## src/rtl/puertas_pkg.sv

```systemverilog
// Door state, command and motor codes shared by the door controller, the door
// actuator and the car top level.
package puertas_pkg;

  // State encoding doubles as the puertas status code.
  typedef enum logic [1:0] {
    CERRADAS = 2'b00,
    ABIERTAS = 2'b01,
    CERRANDO = 2'b10,
    ABRIENDO = 2'b11
  } puertas_e;

  typedef enum logic [1:0] {
    NADA   = 2'b00,
    ABRIR  = 2'b01,
    CERRAR = 2'b10
  } cmd_e;

  typedef enum logic [1:0] {
    MOTOR_OFF    = 2'b00,
    MOTOR_ABRIR  = 2'b01,
    MOTOR_CERRAR = 2'b10
  } motor_e;

  function automatic motor_e motor_de(puertas_e s);
    motor_e m;
    m = MOTOR_OFF;
    if (s == ABRIENDO) begin
      m = MOTOR_ABRIR;
    end else if (s == CERRANDO) begin
      m = MOTOR_CERRAR;
    end
    return m;
  endfunction

endpackage

```

## src/rtl/motor_puertas_if.sv

```systemverilog
// Door command/status bundle between the door controller (master) and the
// door actuator (slave).
interface motor_puertas_if;
  logic [1:0] salida_puertas;
  logic       sensor;
  logic [1:0] puertas;
  logic       timeout;
  logic [1:0] motor;

  modport master (
    output salida_puertas,
    output sensor,
    input  puertas,
    input  timeout,
    input  motor
  );

  modport slave (
    input  salida_puertas,
    input  sensor,
    output puertas,
    output timeout,
    output motor
  );
endinterface

```

## src/rtl/temporizador_puertas.sv

```systemverilog
// Open-dwell timer: saturating counter with synchronous clear and count enable;
// the registered timeout flag is high while the count sits at T_OPEN.
module temporizador_puertas #(
  parameter int unsigned T_OPEN = 20,
  parameter int unsigned CW     = 8
) (
  input  logic clk,
  input  logic rst_n,
  input  logic clr_i,
  input  logic en_i,
  output logic timeout_o
);

  localparam logic [CW-1:0] TOpen = CW'(T_OPEN);
  localparam logic [CW-1:0] Uno   = CW'(1);

  logic [CW-1:0] dwell_q, dwell_d;
  logic          timeout_q, timeout_d;

  always_comb begin
    dwell_d = dwell_q;
    if (clr_i) begin
      dwell_d = '0;
    end else if (en_i && (dwell_q != TOpen)) begin
      dwell_d = dwell_q + Uno;
    end
    // Clear forces dwell to 0, and T_OPEN >= 1, so a clear also drops timeout.
    timeout_d = (dwell_d == TOpen);
  end

  always_ff @(posedge clk or negedge rst_n) begin
    if (!rst_n) begin
      dwell_q   <= '0;
      timeout_q <= 1'b0;
    end else begin
      dwell_q   <= dwell_d;
      timeout_q <= timeout_d;
    end
  end

  assign timeout_o = timeout_q;

endmodule

```

## src/rtl/motor_puertas.sv

```systemverilog
// Door actuator for one car: travel position counter, door FSM with obstruction
// reversal, registered motor drive and the open-dwell timer.
module motor_puertas
  import puertas_pkg::*;
#(
  parameter int unsigned T_MOVE = 8,
  parameter int unsigned T_OPEN = 20,
  parameter int unsigned CW     = 8
) (
  input  logic             clk,
  input  logic             rst_n,
  motor_puertas_if.slave   bus
);

  localparam logic [CW-1:0] TMove   = CW'(T_MOVE);
  localparam logic [CW-1:0] TMoveM1 = CW'(T_MOVE - 1);
  localparam logic [CW-1:0] Uno     = CW'(1);

  puertas_e      state_q, state_d;
  motor_e        motor_q, motor_d;
  logic [CW-1:0] pos_q, pos_d;
  logic          dwell_clr, dwell_en;
  logic          cmd_abrir, cmd_cerrar;

  // Code 11 decodes as neither command, i.e. as NADA.
  assign cmd_abrir  = (bus.salida_puertas == ABRIR);
  assign cmd_cerrar = (bus.salida_puertas == CERRAR);

  always_ff @(posedge clk or negedge rst_n) begin
    if (!rst_n) begin
      state_q <= CERRADAS;
      motor_q <= MOTOR_OFF;
      pos_q   <= '0;
    end else begin
      state_q <= state_d;
      motor_q <= motor_d;
      pos_q   <= pos_d;
    end
  end

  always_comb begin
    state_d   = state_q;
    pos_d     = pos_q;
    dwell_clr = 1'b1;
    dwell_en  = 1'b0;
    unique case (state_q)
      CERRADAS: begin
        pos_d = '0;
        if (cmd_abrir) begin
          state_d = ABRIENDO;
        end
      end
      ABRIENDO: begin
        if (cmd_cerrar && !bus.sensor) begin
          state_d = CERRANDO;
        end else if (pos_q >= TMoveM1) begin
          state_d = ABIERTAS;
          pos_d   = TMove;
        end else begin
          pos_d = pos_q + Uno;
        end
      end
      ABIERTAS: begin
        // Obstruction or a fresh open command restarts the dwell and beats close.
        if (bus.sensor || cmd_abrir) begin
          state_d = ABIERTAS;
        end else if (cmd_cerrar) begin
          state_d = CERRANDO;
        end else begin
          dwell_clr = 1'b0;
          dwell_en  = 1'b1;
        end
      end
      CERRANDO: begin
        // Reversal keeps the current position and outranks reaching closed.
        if (bus.sensor || cmd_abrir) begin
          state_d = ABRIENDO;
        end else if (pos_q <= Uno) begin
          state_d = CERRADAS;
          pos_d   = '0;
        end else begin
          pos_d = pos_q - Uno;
        end
      end
    endcase
  end

  always_comb begin
    motor_d     = motor_de(state_d);
    bus.puertas = state_q;
    bus.motor   = motor_q;
  end

  temporizador_puertas #(
    .T_OPEN (T_OPEN),
    .CW     (CW)
  ) u_temporizador (
    .clk       (clk),
    .rst_n     (rst_n),
    .clr_i     (dwell_clr),
    .en_i      (dwell_en),
    .timeout_o (bus.timeout)
  );

endmodule

```

## src/flat_wrapper.sv

```systemverilog
// flat-port wrapper written by rule: the top's interface ports become plain ports
module motor_puertas_flat import puertas_pkg::*;
#(
  parameter int unsigned T_MOVE = 8,
  parameter int unsigned T_OPEN = 20,
  parameter int unsigned CW     = 8
)
  (clk, rst_n, bus_salida_puertas, bus_sensor, bus_puertas, bus_timeout, bus_motor);
  motor_puertas_if bus_i ();
  input  logic clk;
  input  logic rst_n;
  input wire logic [$bits(bus_i.salida_puertas)-1:0] bus_salida_puertas;
  input wire logic [$bits(bus_i.sensor)-1:0] bus_sensor;
  output wire logic [$bits(bus_i.puertas)-1:0] bus_puertas;
  output wire logic [$bits(bus_i.timeout)-1:0] bus_timeout;
  output wire logic [$bits(bus_i.motor)-1:0] bus_motor;
  assign bus_i.salida_puertas = bus_salida_puertas;
  assign bus_i.sensor = bus_sensor;
  assign bus_puertas = bus_i.puertas;
  assign bus_timeout = bus_i.timeout;
  assign bus_motor = bus_i.motor;
  motor_puertas #(.T_MOVE(T_MOVE), .T_OPEN(T_OPEN), .CW(CW)) u_core (.clk(clk), .rst_n(rst_n), .bus(bus_i));
endmodule
```

## config.mk

```make
export PLATFORM = sky130hd
export DESIGN_NAME = motor_puertas_flat
export DESIGN_NICKNAME = d
export VERILOG_FILES = /design/src/rtl/puertas_pkg.sv /design/src/rtl/motor_puertas_if.sv /design/src/rtl/temporizador_puertas.sv /design/src/rtl/motor_puertas.sv /design/src/flat_wrapper.sv
export SDC_FILE = /design/constraint.sdc
export NUM_CORES = 1
export LEC_CHECK = 0
export BUFFER_PORTS_ARGS = -buffer_cell sky130_fd_sc_hd__buf_2
export CAP_MARGIN = 0
export CORE_MARGIN = 4
export CORE_UTILIZATION = 50
export DETAILED_ROUTE_END_ITERATION = 10
export PLACE_DENSITY = 0.68
export SLEW_MARGIN = 20
export SYNTH_ARGS = -nofsm -noshare
export SYNTH_HDL_FRONTEND = slang
export SYNTH_SLANG_ARGS = --single-unit
```

## constraint.sdc

```tcl
create_clock -name clk -period 4.7 [get_ports clk]
set_clock_uncertainty 0.1 [all_clocks]
set_input_delay 0.47 -clock clk [delete_from_list [all_inputs] [get_ports clk]]
set_output_delay 0.47 -clock clk [all_outputs]
set_load 0.05 [all_outputs]
```

==> Yosys cells after proc, flatten, opt, wreduce, memory -nomap -nowiden <==
Cells that the tools add are included.
{ "totals": {"ram_bits": 0, "out_inout_bits": 5, "mem_count": 0, "rom_bits": 0, "reg_bits": 21, "latchBits": 0} }
{ "op_classes": {"n_reduce_logical": 7, "muxes": 23, "bitwise_logic": 0, "addsub": 3, "shifts": 0, "div_mod_pow": 0, "n_eq_ne": 11, "n_mul": 0, "order_cmp": 2} }
{ "ops": {"columns": ["cell", "n"], "rows": [
  ["2-to-1 mux 8 bit", 6],
  ["case mux 8 bit (3 select lines)", 1],
  ["2-to-1 mux 2 bit", 9],
  ["adder 8 x 1 -> 8 bit, second input constant", 2],
  ["== test 2 bit, second input constant", 5],
  ["== test 8 x 5 -> 1 bit, second input constant", 1],
  [">= comparator 8 x 3 -> 1 bit, second input constant", 1],
  ["less-or-equal comparator 8 x 1 -> 1 bit, second input constant", 1],
  ["inequality test 8 x 5 -> 1 bit, second input constant", 1],
  ["case mux 2 bit (4 select lines)", 1],
  ["subtractor 8 x 1 -> 8 bit, second input constant", 1],
  ["2-to-1 mux 1 bit", 6],
  ["== test 2 x 1 -> 1 bit, second input constant", 2],
  ["inequality test 2 bit, second input constant", 2],
  ["AND reduction 3 bit", 1],
  ["nonzero test 3 bit", 1],
  ["logical AND 1 bit", 2],
  ["zero test 2 bit", 1],
  ["zero test 1 bit", 1],
  ["logical OR 1 bit", 1]
]} }

==> Longest topological paths before layout <==
{ "depth": {"word_depth": 8, "mapped_depth": 7, "ltp_nobuf": 6} }

==> By module <==
From an unflattened synthesis, not the netlist that was laid out.
{ "unflattened": {"hier_cells": 169, "hier_area_um2": 1485.2} }
{ "modules_own_cells": {"columns": ["module", "seq_area_each_um2", "area_each_um2", "n_inst", "cells_per_inst"], "rows": [
  ["motor_puertas", 300.3, 904.6, 1, 108],
  ["temporizador_puertas", 225.2, 580.6, 1, 61]
]} }

==> Worst setup path before layout <==
Ideal clock, no wire load.
{ "synth_path": {"path_type": "reg2reg", "start": "reg u_core.u_temporizador.dwell_q[1]", "end": "reg u_core.u_temporizador.timeout_q (netlist: u_core.u_temporizador.timeout_o)", "setup_slack_ns": 2.689, "path_stages_with_launch": 8, "synth_period_minus_slack_ns": 2.011, "arrival_ns": 1.810, "n_path_buf": 1, "path_cell_list": "dfrtp_1 clkbuf_1 inv_1 ha_1 or3b_2 nor2b_1 o32ai_1 nor4_1"} }
{ "synth_via": {"elab_chain_len": 5, "word_cells_on_any_way": 6} }
{ "synth_lines": {"columns": ["item", "line_no", "text"], "rows": [
  ["start, declared", "temporizador_puertas.sv:17", "logic [CW-1:0] dwell_q, dwell_d;"],
  ["start signal, assigned", "temporizador_puertas.sv:36", "dwell_q <= dwell_d;"],
  ["branches (longest 2 deep; another with adder 8 x 1 -> 8 bit)", null, null],
  ["2-to-1 mux 8 bit (*)", "temporizador_puertas.sv:24", "end else if (en_i && (dwell_q != TOpen)) begin"],
  ["2-to-1 mux 8 bit (*)", "temporizador_puertas.sv:22", "if (clr_i) begin"],
  ["== test 8 x 5 -> 1 bit (*)", "temporizador_puertas.sv:28", "timeout_d = (dwell_d == TOpen);"],
  ["via u_core.u_temporizador.timeout_d", "temporizador_puertas.sv:18", "logic timeout_q, timeout_d;"],
  ["end signal, assigned", "temporizador_puertas.sv:37", "timeout_q <= timeout_d;"],
  ["end, declared", "temporizador_puertas.sv:18", null]
]} }
Mark *: on every way through the listed nets, which the timed path passes.
A chain may end at the register's enable or synchronous reset.

==> Worst setup path after layout <==
{ "layout_path": {"start": "reg u_core.u_temporizador.dwell_q[0]", "end": "reg u_core.u_temporizador.timeout_q (netlist: u_core.u_temporizador.timeout_o)"} }
The elaborated chain is that of the path after synthesis.

==> summary.md <==
| Metric | Value |
|---|---|
| Net count, final | about 170 |
| Quantity of I/O buffers inserted on ports | 9 |
| Number of nets with antenna violations after detailed routing | 0 |
| Number of setup violations in the final report | 0 |
| Starting density of the core | 52.5% |
| Number of clock sinks | 21 |
| TritonCTS buffer count | 3 |
| Layout cell share with drive strength beyond 1 | roughly 13% |
| Critical path class | flop to flop |
| WHS Endpoint | u_core.bus.motor[1]$_DFF_PN0_ |
| FF+latch count, synth | 21 |
| Placed cells | between 150 and 200 |
| Static leakage | 0.627 nW |
| Area used by multi-input combinational logic | approximately 850 um2 |
| Critical path data required time | about 4800 ps |
| Gp weighted congestion | ~0.86 |
| Syn nets | ~170 |
| Dominant cell by count in the synthesized netlist | sky130_fd_sc_hd__dfrtp_1 |
| Worst Max-Slew Pin Slew | ~460 ps |
| Power density over the cells | 436 nW/um2 |
| Maximum number of buffers from clock root to sink | 2 |
| Aggregate global-route resource usage | 17.8% |
| Share of the clock period used by the worst path | between 40% and 50% |
| Die Outline Area | approximately 3800 um2 |
| Count of flip-flops with a built-in enable after synthesis | 0 |
| Clock root buffer | sky130_fd_sc_hd__clkbuf_4 |
| Max-cap violation count | 0 |
| Count of endpoints failing hold in the final timing report | 0 |
| I/O pin total | 10 |
| DR WL/cell | between 15 and 20 um |
| Per-cell via count in the routed design | ~6.4 |
| Post-synth cell types | 49 |
| Worst path cell trace | inv_1, ha_1, or3b_2, nor2b_1, o32ai_1, nor4_1 |
| Post-synthesis area per instance | ~9.1 um2 |
| Post-Synthesis Cell Area | ~1500 um2 |
| RSZ-0062 raised after global routing | false |
| Maximum VDD drop | 0.251 mV |
| Sequential area share after synthesis | approximately 36% |
| Post-route non-filler standard cell count | ~190 |
| Share of flip-flops with an asynchronous set or reset after synthesis | 100% |
| Slew Limit Headroom | roughly 69% |
| Start point of the worst hold path | bus_salida_puertas[0] |
| Final wirelength | 3060 um |
| TritonCTS clock tree | done |
| First-pass iteration count of the detailed router | 4 |
| Antenna cells | 0 |
| Run status | finished, final reports clean |
| Post-layout min period | ~2200 ps |
| Largest net degree at the start of global routing | 22 |
| Max Clock Freq | between 400 and 500 MHz |
| Critical path buffers and inverters | 1 |
| Share of Yosys cell area claimed by the top area cell type | a little over a third |
| Sequential cell area | between 500 and 600 um2 |
| Overall via count from detail_route | 1234 |
| Arrival time of the worst setup path | ~2300 ps |
| Final standard cell utilization of the core | ~55% |
| Kind of end point of the critical path | flop |
| Primary flip-flop cell chosen by synthesis mapping | sky130_fd_sc_hd__dfrtp_1 |
| Element type at the critical path start | flop |
| First-pass GRT wire length | 5110 um |
| Most numerous cell types in the synthesized netlist | sky130_fd_sc_hd__dfrtp_1, sky130_fd_sc_hd__nor2_1, sky130_fd_sc_hd__o21ai_0 |
| Final sum of negative setup slack | 0 ps |
| Drt initial violations | 110 |
| Horiz. Die Dim | roughly 62 um |
| Number of core rows | 19 |
| Critical-path top delay cell | sky130_fd_sc_hd__dfrtp_1 |
| Remaining routing DRC violations | 0 |
| Vias in the first global route | approximately 1.2k |
| R2R Path Start | u_core.u_temporizador.dwell_q[0]$_DFF_PN0_ |
| Biggest area contributors in the synthesized netlist | sky130_fd_sc_hd__dfrtp_1, sky130_fd_sc_hd__ha_1, sky130_fd_sc_hd__nor2_1 |
| Die Span Y | ~62 um |
| Cells after Synth | roughly 160 |
| Clock insertion delay at the later pin of the skew report | 320 ps |
| Gate family responsible for the most delay along the worst path | simple AND/OR/NAND/NOR gates |
| Area growth, synth to finish | 4.12% |
| Class of the most critical hold timing path | primary input to flop |
| Post-detailed-placement half-perimeter wirelength | about 2200 um |
| Hold-critical path depth | 2 |
| Fin Hold WS | between 300 and 400 ps |
| Maximum fanout count along the critical path | 8 |
| Initial antenna violation count | 0 |
| Clk slew on worst S/H paths | 130 ps |
| Filler cell count in the final layout | between 200 and 300 |
| Synth Warn # | 0 |
| Peak per-stage delay on the critical path | about 480 ps |
| Maximum level of the CTS H-tree | 1 |
| Worst R2R Path Depth | 6 |
| Total count of max-transition violations in the final report | 0 |
| Setup slack of the most critical reg-to-reg path | about 2500 ps |
| RR Endpoint | u_core.u_temporizador.timeout_o$_DFF_PN0_ |
| Core area | 2780 um2 |
| Largest area contributor in the netlist | sky130_fd_sc_hd__dfrtp_1 |
| Number of setup buffers added after CTS | 0 |
| Overflow left after global routing | 0 |
per-layer routing:
layer  vias to the layer above  share of wire, %  global-route usage [%]
met5                         -                 0                       0
met4                         0               1.9                    7.88
met3                         5               2.3                    1.24
met2                        21                51                    31.8
met1                       602                45                    21.8
li1                        606                 -                       -
worst register-to-register path, stage by stage (launching register included):
cell                      delay (ps)
sky130_fd_sc_hd__dfrtp_1         480
sky130_fd_sc_hd__inv_1           160
sky130_fd_sc_hd__ha_1            190
sky130_fd_sc_hd__or3b_2          470
sky130_fd_sc_hd__nor2b_1         350
sky130_fd_sc_hd__o32ai_1         160
sky130_fd_sc_hd__nor4_1          220
sequential cells by signal (all words and copies together), names as in the netlist:
| name | count |
|---|---|
| u_core.pos_q | 8 |
| u_core.u_temporizador.timeout_o | 1 |
| u_core.u_temporizador.dwell_q | 8 |
| u_core.bus.puertas | 2 |
| u_core.bus.motor | 2 |
worst max path at each step:
stage	from	to	cells past startpoint
finish	u_core.u_temporizador.dwell_q[0]$_DFF_PN0_	u_core.u_temporizador.timeout_o$_DFF_PN0_	6
detailed placement	u_core.u_temporizador.dwell_q[0]$_DFF_PN0_	u_core.u_temporizador.timeout_o$_DFF_PN0_	6
global placement	u_core.u_temporizador.dwell_q[0]$_DFF_PN0_	u_core.u_temporizador.timeout_o$_DFF_PN0_	6
floorplan	u_core.u_temporizador.dwell_q[1]$_DFF_PN0_	u_core.u_temporizador.timeout_o$_DFF_PN0_	7
global route	u_core.u_temporizador.dwell_q[0]$_DFF_PN0_	u_core.u_temporizador.timeout_o$_DFF_PN0_	6
CTS	u_core.u_temporizador.dwell_q[0]$_DFF_PN0_	u_core.u_temporizador.timeout_o$_DFF_PN0_	6
timing repair:
| action | CTS | global route |
|---|---|---|
| hold buffers | 1 | 0 |
| gates resized for setup | 0 | 0 |
| hold endpoints to repair | 12 | 0 |
layout by cell type, fill, tap and decap left out, types with 2 or more instances in the layout:
master	n
sky130_fd_sc_hd__xor2_1	2
sky130_fd_sc_hd__ha_1	5
sky130_fd_sc_hd__mux2i_1	3
sky130_fd_sc_hd__or4_1	2
sky130_fd_sc_hd__a22o_1	3
sky130_fd_sc_hd__nand3_1	3
sky130_fd_sc_hd__nand2_1	7
sky130_fd_sc_hd__nand4bb_1	2
sky130_fd_sc_hd__inv_1	5
sky130_fd_sc_hd__nor4_1	5
sky130_fd_sc_hd__a21boi_0	2
sky130_fd_sc_hd__nor3_1	8
sky130_fd_sc_hd__o21ai_0	9
sky130_fd_sc_hd__and2_1	3
sky130_fd_sc_hd__o32ai_1	2
sky130_fd_sc_hd__clkbuf_4	3
sky130_fd_sc_hd__nand2b_1	5
sky130_fd_sc_hd__buf_2	9
sky130_fd_sc_hd__a21oi_1	8
sky130_fd_sc_hd__xnor2_1	4
sky130_fd_sc_hd__nor2b_1	4
sky130_fd_sc_hd__or3_1	4
sky130_fd_sc_hd__nor2_1	13
sky130_fd_sc_hd__dfrtp_1	21
sky130_fd_sc_hd__nand3b_1	2
sky130_fd_sc_hd__nand4_1	6
final cells by class:
cell class	count	share of cell area, %
clock buffers	3	1.48
well taps	31	2.55
multi-input cells	123	56.2
clock inverters	1	0.329
repair buffers	10	3.62
inverters	5	1.24
flip-flops and latches	21	34.6
metrics by stage:
step | cell area [um2] | total power [W] | setup WS, ps
6_report | 1520 | 0.000663 | 2500
5_1_grt | 1520 | 0.000715 | 2330
4_1_cts | 1520 | 0.000667 | 2510
3_5_place_dp | 1480 | 0.000572 | 2520
3_3_place_gp | 1480 | 0.000561 | 2600
2_1_floorplan | 1460 | 0.000513 | 2690
logic make-up after synthesis:
kind of cell / after synthesis / share of synthesized area (%)
and+or+nand+nor: 71 / 28.6
AOI/OAI and AO/OA: 38 / 20.0
DFF: 21 / 36.0
buffers and inverters: 17 / 5.49
xor gates and xnor gates: 6 / 3.60
adders and majority gates: 5 / 4.29
muxes: 3 / 2.06
where the power goes:
part | total [W] | leakage [nW] | switching [W] | internal (W)
Sequential | 0.000262 | 0.283 | 0.0000547 | 0.000207
Clock | 0.0000910 | 0.0177 | 0.0000591 | 0.0000318
Combinational | 0.000310 | 0.326 | 0.000189 | 0.000120
Total | 0.000663 | 0.627 | 0.000303 | 0.000359
Note: power is estimated with default switching activity, not from simulation.
